`src/rtl/signal_monitor_pkg.sv`:
```
// Shared types and constants for signal_monitor (package mon_pkg).
// Enables/disables nothing itself; see signal_monitor.sv for MON_SEQ_CHECK_EN.
package mon_pkg;

    typedef enum logic [2:0] {
        FLT_NONE      = 3'd0,
        FLT_CONFLICT  = 3'd1,
        FLT_DARK      = 3'd2,
        FLT_MULTI     = 3'd3,
        FLT_SEQ       = 3'd4,
        FLT_SHORT_YEL = 3'd5,
        FLT_SEG       = 3'd6
    } fault_e;

    typedef enum logic [2:0] {
        LAMP_OFF,
        LAMP_R,
        LAMP_Y,
        LAMP_G,
        LAMP_MULTI
    } lamp_e;

    // Active-low seven-segment codes, bit 0 = segment a, bit 6 = segment g
    localparam logic [6:0] SEG_0     = 7'h40;
    localparam logic [6:0] SEG_1     = 7'h79;
    localparam logic [6:0] SEG_2     = 7'h24;
    localparam logic [6:0] SEG_3     = 7'h30;
    localparam logic [6:0] SEG_4     = 7'h19;
    localparam logic [6:0] SEG_5     = 7'h12;
    localparam logic [6:0] SEG_6     = 7'h02;
    localparam logic [6:0] SEG_7     = 7'h78;
    localparam logic [6:0] SEG_8     = 7'h00;
    localparam logic [6:0] SEG_9     = 7'h10;
    localparam logic [6:0] SEG_BLANK = 7'h7F;

    // Controller bus bit map
    localparam int LAMP_W    = 3;
    localparam int SEG_W     = 7;
    localparam int LAMP_A_LO = 0;
    localparam int LAMP_B_LO = 3;
    localparam int SEG_A_LO  = 10;
    localparam int SEG_B_LO  = 17;
    // Packed internal vector: [2:0] lamp A, [5:3] lamp B, [12:6] seg A, [19:13] seg B
    localparam int SYNC_W    = 2 * LAMP_W + 2 * SEG_W;

    // Lamp vector {green, yellow, red} to lamp state
    function automatic lamp_e lamp_class(input logic [2:0] v);
        case (v)
            3'b000:  return LAMP_OFF;
            3'b001:  return LAMP_R;
            3'b010:  return LAMP_Y;
            3'b100:  return LAMP_G;
            default: return LAMP_MULTI;
        endcase
    endfunction

    function automatic logic is_single(input lamp_e l);
        return (l == LAMP_R) || (l == LAMP_Y) || (l == LAMP_G);
    endfunction

    function automatic logic seq_legal(input lamp_e p, input lamp_e c);
        return ((p == LAMP_R) && (c == LAMP_G)) ||
               ((p == LAMP_G) && (c == LAMP_Y)) ||
               ((p == LAMP_Y) && (c == LAMP_R));
    endfunction

endpackage

```
`src/rtl/signal_monitor_seg7_decode.sv`:
```
// Seven-segment decoder: active-low code in, {valid, digit} out.
// Blank decodes as valid with digit 4'hF; unknown codes are invalid with 4'hF.
module seg7_decode
    import mon_pkg::*;
(
    input  logic [6:0] seg_i,
    output logic [4:0] dec_o
);

    // Map each legal pattern to its digit
    always_comb begin
        dec_o = {1'b0, 4'hF};
        case (seg_i)
            SEG_0:     dec_o = {1'b1, 4'd0};
            SEG_1:     dec_o = {1'b1, 4'd1};
            SEG_2:     dec_o = {1'b1, 4'd2};
            SEG_3:     dec_o = {1'b1, 4'd3};
            SEG_4:     dec_o = {1'b1, 4'd4};
            SEG_5:     dec_o = {1'b1, 4'd5};
            SEG_6:     dec_o = {1'b1, 4'd6};
            SEG_7:     dec_o = {1'b1, 4'd7};
            SEG_8:     dec_o = {1'b1, 4'd8};
            SEG_9:     dec_o = {1'b1, 4'd9};
            SEG_BLANK: dec_o = {1'b1, 4'hF};
            default:   dec_o = {1'b0, 4'hF};
        endcase
    end

endmodule

```
`src/rtl/signal_monitor.sv`:
```
// Receive-side safety monitor for the traffic-light GPIO bus.
// Optional MON_SEQ_CHECK_EN adds sequence and minimum-yellow checking.
module signal_monitor
    import mon_pkg::*;
#(
    parameter int DEBOUNCE_CYC   = 4,
    parameter int MIN_YELLOW_CYC = 50_000_000
) (
    input  logic        clk_i,
    input  logic        rst,
    input  logic [23:0] gpio_i,
    input  logic        clear_i,
    output logic        fault_o,
    output logic [2:0]  fault_code_o,
    output logic        fault_dir_o,
    output logic [2:0]  lamp_a_o,
    output logic [2:0]  lamp_b_o,
    output logic [3:0]  digit_a_o,
    output logic [3:0]  digit_b_o
);

    localparam int CW = $clog2(DEBOUNCE_CYC + 1);

    logic [SYNC_W-1:0] bus_in, sync1_q, sync2_q, last_q;
    logic [CW-1:0]     cnt_q;
    logic              load, upd_q;
    logic [4:0]        dec_a, dec_b;
    logic              seg_ok_q [2];
    lamp_e             cur [2];
    logic              conflict;
    logic              dark [2], multi [2], seq_bad [2], short_bad [2], seg_bad [2];
    fault_e            fault_q, code_n;
    logic              dir_n;

    assign bus_in = {gpio_i[SEG_B_LO +: SEG_W], gpio_i[SEG_A_LO +: SEG_W],
                     gpio_i[LAMP_B_LO +: LAMP_W], gpio_i[LAMP_A_LO +: LAMP_W]};

    // Two-flop synchroniser and stability counter; the counter starts saturated
    // so the all-zero reset value is never reported as a stable bus state
    always_ff @(posedge clk_i or posedge rst) begin
        if (rst) begin
            sync1_q <= '0;
            sync2_q <= '0;
            last_q  <= '0;
            cnt_q   <= CW'(DEBOUNCE_CYC);
        end else begin
            sync1_q <= bus_in;
            sync2_q <= sync1_q;
            if (sync2_q != last_q) begin
                last_q <= sync2_q;
                cnt_q  <= CW'(1);
            end else if (cnt_q != CW'(DEBOUNCE_CYC)) begin
                cnt_q <= cnt_q + 1'b1;
            end
        end
    end

    // Load when the current sample is the DEBOUNCE_CYC-th identical one
    always_comb begin
        if (sync2_q != last_q) load = (DEBOUNCE_CYC == 1);
        else                   load = (cnt_q == CW'(DEBOUNCE_CYC - 1));
    end

    seg7_decode u_dec_a (.seg_i(sync2_q[12:6]),  .dec_o(dec_a));
    seg7_decode u_dec_b (.seg_i(sync2_q[19:13]), .dec_o(dec_b));

    // Stable register: lamps, decoded digits and segment validity
    always_ff @(posedge clk_i or posedge rst) begin
        if (rst) begin
            lamp_a_o  <= '0;
            lamp_b_o  <= '0;
            digit_a_o <= '1;
            digit_b_o <= '1;
            seg_ok_q  <= '{1'b1, 1'b1};
            upd_q     <= 1'b0;
        end else begin
            upd_q <= load;
            if (load) begin
                lamp_a_o    <= sync2_q[2:0];
                lamp_b_o    <= sync2_q[5:3];
                digit_a_o   <= dec_a[3:0];
                digit_b_o   <= dec_b[3:0];
                seg_ok_q[0] <= dec_a[4];
                seg_ok_q[1] <= dec_b[4];
            end
        end
    end

    assign cur[0] = lamp_class(lamp_a_o);
    assign cur[1] = lamp_class(lamp_b_o);

`ifdef MON_SEQ_CHECK_EN
    localparam int              TW      = $clog2(MIN_YELLOW_CYC + 1);
    localparam logic [TW-1:0]   YEL_MIN = TW'(MIN_YELLOW_CYC);

    logic [TW-1:0] ytmr_q [2];
    lamp_e         prev_q [2];
    lamp_e         nxt [2];
    logic          hist_q [2];

    assign nxt[0] = lamp_class(sync2_q[2:0]);
    assign nxt[1] = lamp_class(sync2_q[5:3]);

    // Yellow timers: cleared on the load that enters yellow, then count while
    // yellow; the edge that loads red still counts, so the value equals the
    // number of cycles yellow was stable
    always_ff @(posedge clk_i or posedge rst) begin
        if (rst) begin
            ytmr_q <= '{'0, '0};
        end else begin
            for (int unsigned d = 0; d < 2; d++) begin
                if (load && nxt[d] == LAMP_Y && cur[d] != LAMP_Y)
                    ytmr_q[d] <= '0;
                else if (cur[d] == LAMP_Y && ytmr_q[d] != '1)
                    ytmr_q[d] <= ytmr_q[d] + 1'b1;
            end
        end
    end

    // Sequence history, advanced on each update strobe
    always_ff @(posedge clk_i or posedge rst) begin
        if (rst) begin
            prev_q <= '{LAMP_OFF, LAMP_OFF};
            hist_q <= '{1'b0, 1'b0};
        end else if (upd_q) begin
            for (int unsigned d = 0; d < 2; d++) begin
                if (is_single(cur[d])) begin
                    prev_q[d] <= cur[d];
                    hist_q[d] <= 1'b1;
                end else begin
                    hist_q[d] <= 1'b0;
                end
            end
        end
    end

    // Transition checks against the previous one-lamp state
    always_comb begin
        for (int unsigned d = 0; d < 2; d++) begin
            seq_bad[d]   = 1'b0;
            short_bad[d] = 1'b0;
            if (hist_q[d] && is_single(cur[d])) begin
                seq_bad[d]   = (cur[d] != prev_q[d]) && !seq_legal(prev_q[d], cur[d]);
                short_bad[d] = (prev_q[d] == LAMP_Y) && (cur[d] == LAMP_R) &&
                               (ytmr_q[d] < YEL_MIN);
            end
        end
    end
`else
    assign seq_bad   = '{1'b0, 1'b0};
    assign short_bad = '{1'b0, 1'b0};
`endif

    assign conflict   = (lamp_a_o[2] | lamp_a_o[1]) & (lamp_b_o[2] | lamp_b_o[1]);
    assign dark[0]    = (cur[0] == LAMP_OFF);
    assign dark[1]    = (cur[1] == LAMP_OFF);
    assign multi[0]   = (cur[0] == LAMP_MULTI);
    assign multi[1]   = (cur[1] == LAMP_MULTI);
    assign seg_bad[0] = !seg_ok_q[0];
    assign seg_bad[1] = !seg_ok_q[1];

    // Priority pick: lowest code first, direction A before B
    always_comb begin
        code_n = FLT_NONE;
        dir_n  = 1'b0;
        if      (conflict)     begin code_n = FLT_CONFLICT;  dir_n = 1'b0; end
        else if (dark[0])      begin code_n = FLT_DARK;      dir_n = 1'b0; end
        else if (dark[1])      begin code_n = FLT_DARK;      dir_n = 1'b1; end
        else if (multi[0])     begin code_n = FLT_MULTI;     dir_n = 1'b0; end
        else if (multi[1])     begin code_n = FLT_MULTI;     dir_n = 1'b1; end
        else if (seq_bad[0])   begin code_n = FLT_SEQ;       dir_n = 1'b0; end
        else if (seq_bad[1])   begin code_n = FLT_SEQ;       dir_n = 1'b1; end
        else if (short_bad[0]) begin code_n = FLT_SHORT_YEL; dir_n = 1'b0; end
        else if (short_bad[1]) begin code_n = FLT_SHORT_YEL; dir_n = 1'b1; end
        else if (seg_bad[0])   begin code_n = FLT_SEG;       dir_n = 1'b0; end
        else if (seg_bad[1])   begin code_n = FLT_SEG;       dir_n = 1'b1; end
    end

    // Fault latch: first fault sticks, clear overrides a same-cycle fault
    always_ff @(posedge clk_i or posedge rst) begin
        if (rst) begin
            fault_o     <= 1'b0;
            fault_q     <= FLT_NONE;
            fault_dir_o <= 1'b0;
        end else if (clear_i) begin
            fault_o     <= 1'b0;
            fault_q     <= FLT_NONE;
            fault_dir_o <= 1'b0;
        end else if (!fault_o && upd_q && code_n != FLT_NONE) begin
            fault_o     <= 1'b1;
            fault_q     <= code_n;
            fault_dir_o <= dir_n;
        end
    end

    assign fault_code_o = fault_q;

endmodule
```
`config.mk`:
```
export PLATFORM = sky130hd
export DESIGN_NAME = signal_monitor
export DESIGN_NICKNAME = d
export VERILOG_FILES = /design/src/rtl/signal_monitor_pkg.sv /design/src/rtl/signal_monitor_seg7_decode.sv /design/src/rtl/signal_monitor.sv
export SDC_FILE = /design/constraint.sdc
export NUM_CORES = 1
export LEC_CHECK = 0
export BUFFER_PORTS_ARGS = -buffer_cell sky130_fd_sc_hd__buf_2
export CAP_MARGIN = 5
export CORE_MARGIN = 2
export CORE_UTILIZATION = 41
export DETAILED_ROUTE_END_ITERATION = 16
export PLACE_DENSITY = 0.61
export SLEW_MARGIN = 20
export SYNTH_ARGS = -nofsm -noshare
export SYNTH_HDL_FRONTEND = slang
export SYNTH_SLANG_ARGS = --single-unit
```
`constraint.sdc`:
```
create_clock -name clk_i -period 2.95 [get_ports clk_i]
set_clock_uncertainty 0.15 [all_clocks]
set_input_delay 0.295 -clock clk_i [delete_from_list [all_inputs] [get_ports clk_i]]
set_output_delay 0.295 -clock clk_i [all_outputs]
set_load 0.05 [all_outputs]
```
### Word level (Yosys, flattened, before mapping)

Cells that the tools add are included.

* latch bits: 0
* register bits after elaboration: 85
* ROM bits: 0
* bits in writable memories: 0
* memories kept: 0

* eq/ne operators: 31
* add/subtract/negate cells: 1
* magnitude comparators: 0
* multiply operators: 0
* multiplexer cells: 27
* bitwise gates (word level): 3
* shifts and indexed selects: 0
* reductions and logical operators: 12
* divide/modulo/power cells: 0

Operators by type and width (count)
* one-hot mux 5 bit (11 select lines): 2
* equality test 7 bit (second input constant): 8
* equality test 7 x 5 -> 1 bit (second input constant): 6
* 2-to-1 mux 3 bit: 11
* equality test 7 x 6 -> 1 bit (second input constant): 4
* one-hot mux 3 bit (4 select lines): 2
* inequality test 20 bit: 1
* equality test 7 x 2 -> 1 bit (second input constant): 2
* zero test 7 bit: 2
* equality test 3 bit (second input constant): 4
* zero test 3 bit: 4
* 2-to-1 mux 1 bit: 12
* equality test 3 x 2 -> 1 bit (second input constant): 3
* equality test 3 x 1 -> 1 bit (second input constant): 2
* nonzero test 2 bit: 2
* adder 3 x 1 -> 3 bit (second input constant): 1
* inequality test 3 bit (second input constant): 1
* nonzero test 3 bit: 1
* logical AND 1 bit: 2
* OR 1 bit: 2
* bitwise AND 1 bit: 1
* zero test 1 bit: 1

### Logic depth before layout (Yosys ltp)

Gate-level depths: netlist (run 1).

* depth in word-level cells: 12
* gate-level depth with buffers: 7
* depth with buffers taken out: 5

### Hierarchy

Synthesis (run 1) repeated with hierarchy kept, for this count alone.

* cells, all modules: 296
* area total of the unflattened synthesis: 3532.1 µm²

Modules (own cells, without submodules)
* signal_monitor: instances 1, sequential area each 2140.8 µm², area an instance 2959.1 µm², cells each 202
* seg7_decode: instances 2, sequential area each 0.0 µm², area an instance 286.5 µm², cells each 47

### Worst setup path before layout (run 1)

Ideal clock, no wire load.

* path type: register to register
* start: reg sync2_q[16]
* end: reg digit_b_o[1]
* stages on the path, launching flop included: 7
* setup slack: 0.893 ns
* data required time: 2.718 ns
* arrival time: 1.825 ns
* setup time: 0.082 ns
* path buffers: 1
* cells stage by stage: dfrtp_1 -> buf_6 -> or4_1 -> a2111o_1 -> nand3_2 -> o211ai_1 -> mux2_2

* word-level cells in the longest chain between the ends: 2
* elaborated cells on any way between the ends: 14
* those cells by class: eq/ne: 11; mux: 2; reduce/logical: 1

RTL lines
* from (decl): line signal_monitor.sv:24 `logic [SYNC_W-1:0] bus_in, sync1_q, sync2_q, last_q;`
* from (signal assigned): line signal_monitor.sv:48 `sync2_q <= sync1_q;`
* equality test 7 bit (tied with other cells): line signal_monitor_seg7_decode.sv:13 `case (seg_i)`
* one-hot mux 5 bit (11 select lines) or 2-to-1 mux 1 bit (tied branches): line signal_monitor_seg7_decode.sv:13, signal_monitor.sv:60
* to (signal assigned): line signal_monitor.sv:82 `digit_b_o <= dec_b[3:0];`
* to (decl): line signal_monitor.sv:19 `output logic [3:0] digit_b_o`

Parallel ways exist; a longest one is shown, timed or not.
A chain may end at the register's enable or synchronous reset.

### Final worst setup path (run 1)

* start: reg sync2_q[14]
* end: reg lamp_a_o[1]

* word-level cells in the longest chain between the ends: 2

RTL lines
* inequality test 20 bit: line signal_monitor.sv:60 `if (sync2_q != last_q) load = (DEBOUNCE_CYC == 1);`
* 2-to-1 mux 1 bit: line signal_monitor.sv:60
* to (signal assigned): line signal_monitor.sv:79 `lamp_a_o <= sync2_q[2:0];`
* to (decl): line signal_monitor.sv:16 `output logic [2:0] lamp_a_o,`

No other way between the ends.

==> impl_metrics.json, run 1 <==
{
  "clock.fmax_ghz": 0.436,
  "cts_root_buffer": "clkbuf_8",
  "crit_arrival_ns": 2.37,
  "hold-worst-slack_ns": 0.201,
  "yosysTopAreaCell": "dfrtp_1",
  "run_status": "finished clean",
  "htreeDepth": 3,
  "yosysSeqAreaShare": 0.613,
  "cp_slowest_cell": "dfrtp_1",
  "min_path_type": "flop to flop",
  "startpoint": "sync2_q[14]",
  "viasPerCell": 4.88,
  "critPathCaptureType": "flop",
  "ys_async_sr_fraction": 1.00,
  "wl_met3_um": 198,
  "synth_cell_types": 53,
  "grt_first_pass_wirelength_mm": 10.0,
  "worstSkewPairLatency_ns": 0.35,
  "drc": 0,
  "m1WireLength_mm": 2.73,
  "worst-endpoint-required_ns": 3.03,
  "overflow": 0,
  "grt_pass1_vias": 2153,
  "synth.cell_area_um2": 3490,
  "ant_nets": 0,
  "cts_tree": "done",
  "cts_resized": 0,
  "syn_to_final_growth_pct": 18.7,
  "clock_path_buffers": 2,
  "finalHoldViolCount": 0,
  "fin_nets": 356,
  "ys.flop_type": "dfrtp_1",
  "synth_top_area_share": 0.531,
  "drt-initial-drc-count": 78,
  "drive_gt1_frac": 0.248,
  "vdd_drop_max_mv": 0.403,
  "dr_wl_met2_mm": 2.66,
  "syn_avg_cell_area_um2": 12.3,
  "wirelength_mm": 5.70,
  "relSlewSlack": 0.395,
  "critPathLaunchType": "flop",
  "power.density_nw_per_um2": 549,
  "grtUsageTotal": 0.143,
  "antenna_found_initial": 0,
  "final_cell_mix": "dfrtp_1 (74), buf_2 (41), dlygate4sd3_1 (22)",
  "fin_tns_setup_ns": 0,
  "antenna_cells": 0,
  "rsz0062_at_grt": "no",
  "clk_pin_slew_ns": 0.08,
  "netlist_instances": 283,
  "setup_violations": 0,
  "yosysWarnings": 0,
  "fp.dieH_um": 96.3,
  "min_period_ns": 2.29,
  "crit_type": "flop to flop",
  "dr.max_layer_used": "met4",
  "crit_end": "lamp_a_o[1]",
  "pre_cts_ws_ns": 0.643,
  "rows": 33,
  "place.gp.congestion": 0.750,
  "coreArea_um2": 8220,
  "slew_viol_final": 0,
  "drtPass1Iterations": 4,
  "ys_top_cells_by_area": "dfrtp_1 (53%), dfstp_2 (8.3%), mux2_1 (3.5%)",
  "dpl.hpwl_mm": 3.88,
  "post_cts_buffers": 0,
  "syn_nets": 313,
  "initial_utilization": 0.425,
  "port_buffers": 41,
  "drv_cap": 0,
  "r2r_start": "sync2_q[14]",
  "r2r_slack_ns": 0.66,
  "grt_max_degree": 56,
  "cts-buffers-inserted": 9,
  "cpPeakStageDelay_ns": 0.52,
  "pin_count": 46,
  "ys_seq_elements": 85,
  "min_period_over_period": 0.777,
  "total_leakage_power_uw": 0.00186,
  "wl_per_cell_um": 13.1,
  "worstMarginPinSlew_ns": 0.906,
  "fp.dieW_um": 96.3,
  "dieArea_um2": 9270,
  "r2r.worst_path.cells": 4,
  "r2r-end": "lamp_a_o[1]",
  "setup_ws_ns": 0.659,
  "crit_chain": "xor2_1 -> nor4_2 -> nand4_4 -> mux2_1",
  "vias": 2129,
  "worstPathMaxFanout": 17,
  "cts.sinks": 85,
  "synth-edff-count": 0,
  "final_common_cell": "dfrtp_1"
}
[kinds of logic after synthesis]
logic type               Yosys count  synth area share
buffers and inverters             44            0.0574
XOR/XNOR                          23            0.0577
AND/OR/NAND/NOR                   70             0.127
multiplexers                      17            0.0538
adder cells (fa/ha/maj)            5            0.0165
flip-flops                        85             0.613
AO/OA/AOI/OAI                     39            0.0739
[synth_stat cells (2+ instances only)]
cell,number
buf_2,5
nand4_1,6
buf_6,3
xnor2_1,14
o22ai_1,2
a22o_1,2
xor2_1,9
o21bai_1,3
mux2_1,11
nor4_1,5
or2_2,2
dfstp_2,11
o211ai_1,4
nor2b_1,2
mux2_2,3
clkbuf_1,24
nor4b_1,4
nor2_1,9
ha_1,3
inv_1,10
nor3_1,10
o21ai_1,2
a41oi_1,2
nand3_1,10
dfrtp_1,74
o21ai_0,8
or3_1,3
a21oi_1,8
nand2_1,6
mux2i_1,3
o21a_1,2
maj3_1,2
[flip-flops by register name (all words and copies together), names as in the netlist, 4 cells and up]
register	count
sync2_q	20
digit_a_o	4
sync1_q	20
last_q	20
digit_b_o	4
[critical path, delay by kind of cell, from the launching register on]
kind	cells	cell delay, ns
mux	1	0.43
simple gates	2	0.84
xor+xnor	1	0.23
flops	1	0.52
[layer usage]
metal | vias to the layer above | track usage
li1 | 1061 | -
met1 | 1021 | 0.196
met2 | 37 | 0.216
met3 | 10 | 0.0313
met4 | 0 | 0.0690
met5 | - | 0
[layout make-up]
cell class	instances	area [um2]
repair buffers	66	460
clock inverters	6	95.1
flip-flops and latches	85	2140
clock buffers	10	128
multi-input cells	154	1150
fillers	735	4070
inverters	10	38.8
well taps	105	131
[where the power goes]
part / switching [uW] / internal [uW] / total, uW
logic: 65.2 / 68.1 / 133
clock network: 411 / 486 / 898
registers: 39.2 / 1210 / 1250
[through the flow]
stage                     instances   util  power (uW)  area, um2
after floorplan                 283      -        1350       3490
after global placement          398  0.450        1380       3700
after CTS                       436  0.504        2310       4140
after detailed placement        398  0.450        1380       3700
after global routing            436  0.504        2380       4140
final                           436  0.504        2280       4140
[timing repair]
item / in CTS / in global routing
endpoints found under the setup margin: 0 / 0
endpoints found under the hold margin: 71 / 0
hold buffers: 22 / 0
[worst min path at each step]
stage          cells past startpoint   startpoint          end  slack [ns]
2_1_floorplan                      0    gpio_i[0]   sync1_q[0]        0.18
3_3_place_gp                       0   sync1_q[2]   sync2_q[2]        0.18
3_5_place_dp                       0  sync1_q[15]  sync2_q[15]        0.18
4_1_cts                            0  sync1_q[18]  sync2_q[18]        0.20
5_1_grt                            0   sync1_q[7]   sync2_q[7]        0.20
6_report                           0   sync1_q[7]   sync2_q[7]        0.20
(Power assumes the default switching activity.)
==> run 2, diff against run 1 <==
- clock period: 2.95 -> 2.3 ns (I/O delays scaled with it)
==> impl_metrics.json, run 2 (same netlist as run 1, synthesis figures left out) <==
{
  "critPathCaptureType": "flop",
  "worst-endpoint-required_ns": 2.45,
  "rows": 33,
  "relSlewSlack": 0.654,
  "initial_utilization": 0.425,
  "grt_max_degree": 63,
  "slew_viol_final": 0,
  "vias": 2173,
  "worstSkewPairLatency_ns": 0.36,
  "cts-buffers-inserted": 9,
  "drtPass1Iterations": 4,
  "largestRegisters": "last_q x20, sync1_q x20, sync2_q x20",
  "drive_gt1_frac": 0.271,
  "grt_pass1_vias": 2147,
  "fp.dieW_um": 96.3,
  "whs_path_depth": 0,
  "power.density_nw_per_um2": 687,
  "antenna_found_initial": 0,
  "crit_arrival_ns": 2.31,
  "pre_cts_ws_ns": 0.131,
  "dpl.hpwl_mm": 3.97,
  "drv_cap": 0,
  "port_buffers": 41,
  "setup_ws_ns": 0.130,
  "overflow": 0,
  "min_period_over_period": 0.943,
  "cts_root_buffer": "clkbuf_8",
  "post_cts_buffers": 0,
  "cts.sinks": 85,
  "worstMarginPinSlew_ns": 0.518,
  "fin_nets": 365,
  "dieArea_um2": 9270,
  "ant_nets": 0,
  "run_status": "finished clean",
  "syn_to_final_growth_pct": 20.7,
  "coreArea_um2": 8220,
  "fin_tns_setup_ns": 0,
  "worstPathMaxFanout": 11,
  "clk_pin_slew_ns": 0.09,
  "clock.fmax_ghz": 0.461,
  "final_common_cell": "dfrtp_1",
  "drc": 0,
  "pin_count": 46,
  "crit_type": "flop to flop",
  "vdd_drop_max_mv": 0.379,
  "antenna_cells": 0,
  "min_period_ns": 2.17,
  "wl_per_cell_um": 13.0,
  "final_cell_mix": "dfrtp_1 (74), buf_2 (41), dlygate4sd3_1 (22)",
  "drt-initial-drc-count": 84,
  "clock_path_buffers": 2,
  "setup_violations": 0,
  "critPathLaunchType": "flop",
  "place.gp.congestion": 0.780,
  "fp.dieH_um": 96.3,
  "finalHoldViolCount": 0,
  "rsz0062_at_grt": "no",
  "r2r.worst_path.cells": 5,
  "hold-worst-slack_ns": 0.204,
  "min_path_type": "flop to flop",
  "total_leakage_power_uw": 0.00190,
  "htreeDepth": 3,
  "cts_tree": "done",
  "wirelength_mm": 5.80,
  "grt_first_pass_wirelength_mm": 10.1,
  "cts_resized": 0,
  "grtUsageTotal": 0.146,
  "viasPerCell": 4.88
}
[run 2: cell count changes in the layout (fill, tap and decap cells not counted), sizes merged]
cell / previous run / this run
bufinv: 2 / 1
clkbuf: 10 / 9
clkinv: 3 / 0
clkinvlp: 0 / 1
inv: 11 / 15
buf: 44 / 53
[run 2: final timing paths]
check | slack, ns | start | to
worst min register to register | 0.20 | sync1_q[18] | sync2_q[18]
worst max-delay path | 0.13 | sync2_q[13] | digit_b_o[2]
worst min-delay path | 0.20 | sync1_q[18] | sync2_q[18]
min in group asynchronous | 0.30 | rst | sync1_q[8]
worst max register to register | 0.13 | sync2_q[13] | digit_b_o[2]
max in group asynchronous | 0.98 | rst | cnt_q[2]
[run 2: where the power goes]
part	switching, uW	internal [uW]
clock network	585	529
registers	35.3	1550
logic	101	96.5
total	721	2170
[run 2: metrics by stage]
stage	cells	util	instance area, um2	power, uW
after floorplan	283	-	3490	1730
after global placement	407	0.460	3780	1780
after detailed placement	407	0.460	3780	1780
after CTS	445	0.513	4210	2940
after global routing	445	0.513	4210	3050
final	445	0.513	4210	2890
[run 2: metal layers]
| layer | track usage | up-vias | wire (um) |
|---|---|---|---|
| li1 | - | 1080 | - |
| met1 | 0.188 | 1048 | 2750 |
| met2 | 0.224 | 38 | 2710 |
| met3 | 0.0564 | 7 | 265 |
| met4 | 0.0524 | 0 | 78 |
| met5 | 0 | - | 0 |
[run 2: cell type report]
type | count | area (um2)
multi-input combinational | 154 | 1150
sequential | 85 | 2140
timing repair buffer | 75 | 541
inverter | 10 | 41.3
fill | 725 | 4010
tap | 105 | 131
clock inverter | 7 | 85.1
clock buffer | 9 | 124
[run 2: what timing repair did]
item	CTS	global route
endpoints found under the setup margin	0	0
endpoints found under the hold margin	42	0
hold buffers	22	0
[run 2: worst max-delay path: stages, from the launching register on]
cell	delay, ns
dfrtp_1	0.50
or4_1	0.55
a2111o_1	0.43
nand3_2	0.12
o211ai_1	0.09
mux2_2	0.27
==> run 3, diff against run 2 <==
- CORE_MARGIN: 2 -> 5
- CTS_CLUSTER_SIZE: default -> 20
==> impl_metrics.json, run 3 (same netlist as run 1, synthesis figures left out) <==
{
  "grt_pass1_vias": 2095,
  "finalHoldViolCount": 0,
  "critPathLaunchType": "flop",
  "setup_ws_ns": 0.0996,
  "grtUsageTotal": 0.125,
  "drv_cap": 0,
  "fin_tns_setup_ns": 0,
  "antenna_found_initial": 0,
  "final_common_cell": "dfrtp_1",
  "cts_tree": "done",
  "min_period_over_period": 0.957,
  "syn_to_final_growth_pct": 20.6,
  "place.gp.congestion": 0.832,
  "min_period_ns": 2.20,
  "crit_type": "flop to flop",
  "rsz0062_at_grt": "no",
  "setup_violations": 0,
  "worstMarginPinSlew_ns": 0.701,
  "coreArea_um2": 8260,
  "critPathBufInv": 0,
  "critPathCaptureType": "flop",
  "viasPerCell": 4.94,
  "post_cts_buffers": 0,
  "largestRegisters": "last_q x20, sync1_q x20, sync2_q x20",
  "run_status": "finished clean",
  "cts.sinks": 85,
  "final_cell_mix": "dfrtp_1 (74), buf_2 (41), dlygate4sd3_1 (22)",
  "slew_viol_final": 0,
  "cp_slowest_cell": "or4_1",
  "clock.fmax_ghz": 0.454,
  "cts_root_buffer": "clkbuf_8",
  "drive_gt1_frac": 0.262,
  "crit_arrival_ns": 2.33,
  "worst-endpoint-required_ns": 2.43,
  "worstSkewPairLatency_ns": 0.34,
  "power.density_nw_per_um2": 668,
  "htreeDepth": 3,
  "drtPass1Iterations": 4,
  "grt_first_pass_wirelength_mm": 10.1,
  "clk_pin_slew_ns": 0.08,
  "total_leakage_power_uw": 0.00189,
  "dieArea_um2": 10500,
  "relSlewSlack": 0.532,
  "p_total_uw": 2810,
  "fin_nets": 365,
  "vdd_drop_max_mv": 0.286,
  "cpPeakStageDelay_ns": 0.56,
  "cts-buffers-inserted": 9,
  "drc": 0,
  "ant_nets": 0,
  "wirelength_mm": 5.86,
  "fp.dieW_um": 102,
  "vias": 2197,
  "cp_top_family": "simple AND/OR/NAND/NOR gates",
  "overflow": 0,
  "crit_chain": "or4_1 -> a2111o_1 -> nand3_2 -> o211ai_1 -> mux2_2",
  "rows": 33,
  "dpl.hpwl_mm": 4.08,
  "pin_count": 46,
  "antenna_cells": 0,
  "fp.dieH_um": 102,
  "pre_cts_ws_ns": 0.109,
  "drt-initial-drc-count": 67,
  "min_path_type": "flop to flop",
  "worstPathMaxFanout": 11,
  "wl_per_cell_um": 13.2,
  "clock_path_buffers": 2,
  "initial_utilization": 0.423,
  "port_buffers": 41,
  "grt_max_degree": 32
}
[run 3: area by class of cell]
class | instances | area (um2)
Sequential cell | 85 | 2140
Timing Repair Buffer | 75 | 553
Clock inverter | 3 | 45.0
Tap cell | 105 | 131
Clock buffer | 13 | 149
Fill cell | 733 | 4050
Inverter | 10 | 41.3
Multi-Input combinational cell | 154 | 1150
[run 3: where the power goes]
group / leakage (uW) / total (uW) / switching [uW] / internal, uW
Sequential: 0.00100 / 1580 / 34.9 / 1550
Combinational: 0.000794 / 200 / 102 / 98.8
Clock: 0.0000899 / 1030 / 495 / 533
[run 3: worst register-to-register path, cell delays in order, from the launching register on]
cell and delay, ns:
dfrtp_1 0.50, or4_1 0.56, a2111o_1 0.44, nand3_2 0.12, o211ai_1 0.09, mux2_2 0.27
[run 3: routing by layer]
metal,part of all wire,track usage,up-vias
met5,0,0,-
met1,0.49,0.174,1071
met2,0.45,0.181,47
li1,-,-,1070
met4,0.015,0.0515,0
met3,0.054,0.0396,9
[run 3: what timing repair did]
item / 4_1_cts / 5_1_grt
hold buffers: 22 / 0
hold endpoints to repair: 48 / 0
gates resized for setup: 0 / 0
[run 3: path summary, 6_finish.rpt]
| check | start | endpoint | depth (start not counted) | slack, ns |
|---|---|---|---|---|
| setup / recovery | sync2_q[13] | digit_b_o[1] | 5 | 0.1 |
| hold / removal | sync1_q[2] | sync2_q[2] | 0 | 0.20 |
| setup reg to reg | sync2_q[13] | digit_b_o[1] | 5 | 0.1 |
| hold reg to reg | sync1_q[2] | sync2_q[2] | 0 | 0.20 |
| max in group asynchronous | rst | seg_ok_q[0] | 4 | 0.99 |
| min in group asynchronous | rst | sync1_q[16] | 3 | 0.38 |
[run 3: metrics by stage]
stage                     hold WS (ns)  area [um2]  instances   util
after floorplan                  0.111        3490        283      -
after global placement           0.184        3790        407  0.460
after detailed placement         0.185        3790        407  0.460
after CTS                        0.203        4210        445  0.510
after global routing             0.211        4210        445  0.510
final                            0.200        4210        445  0.510
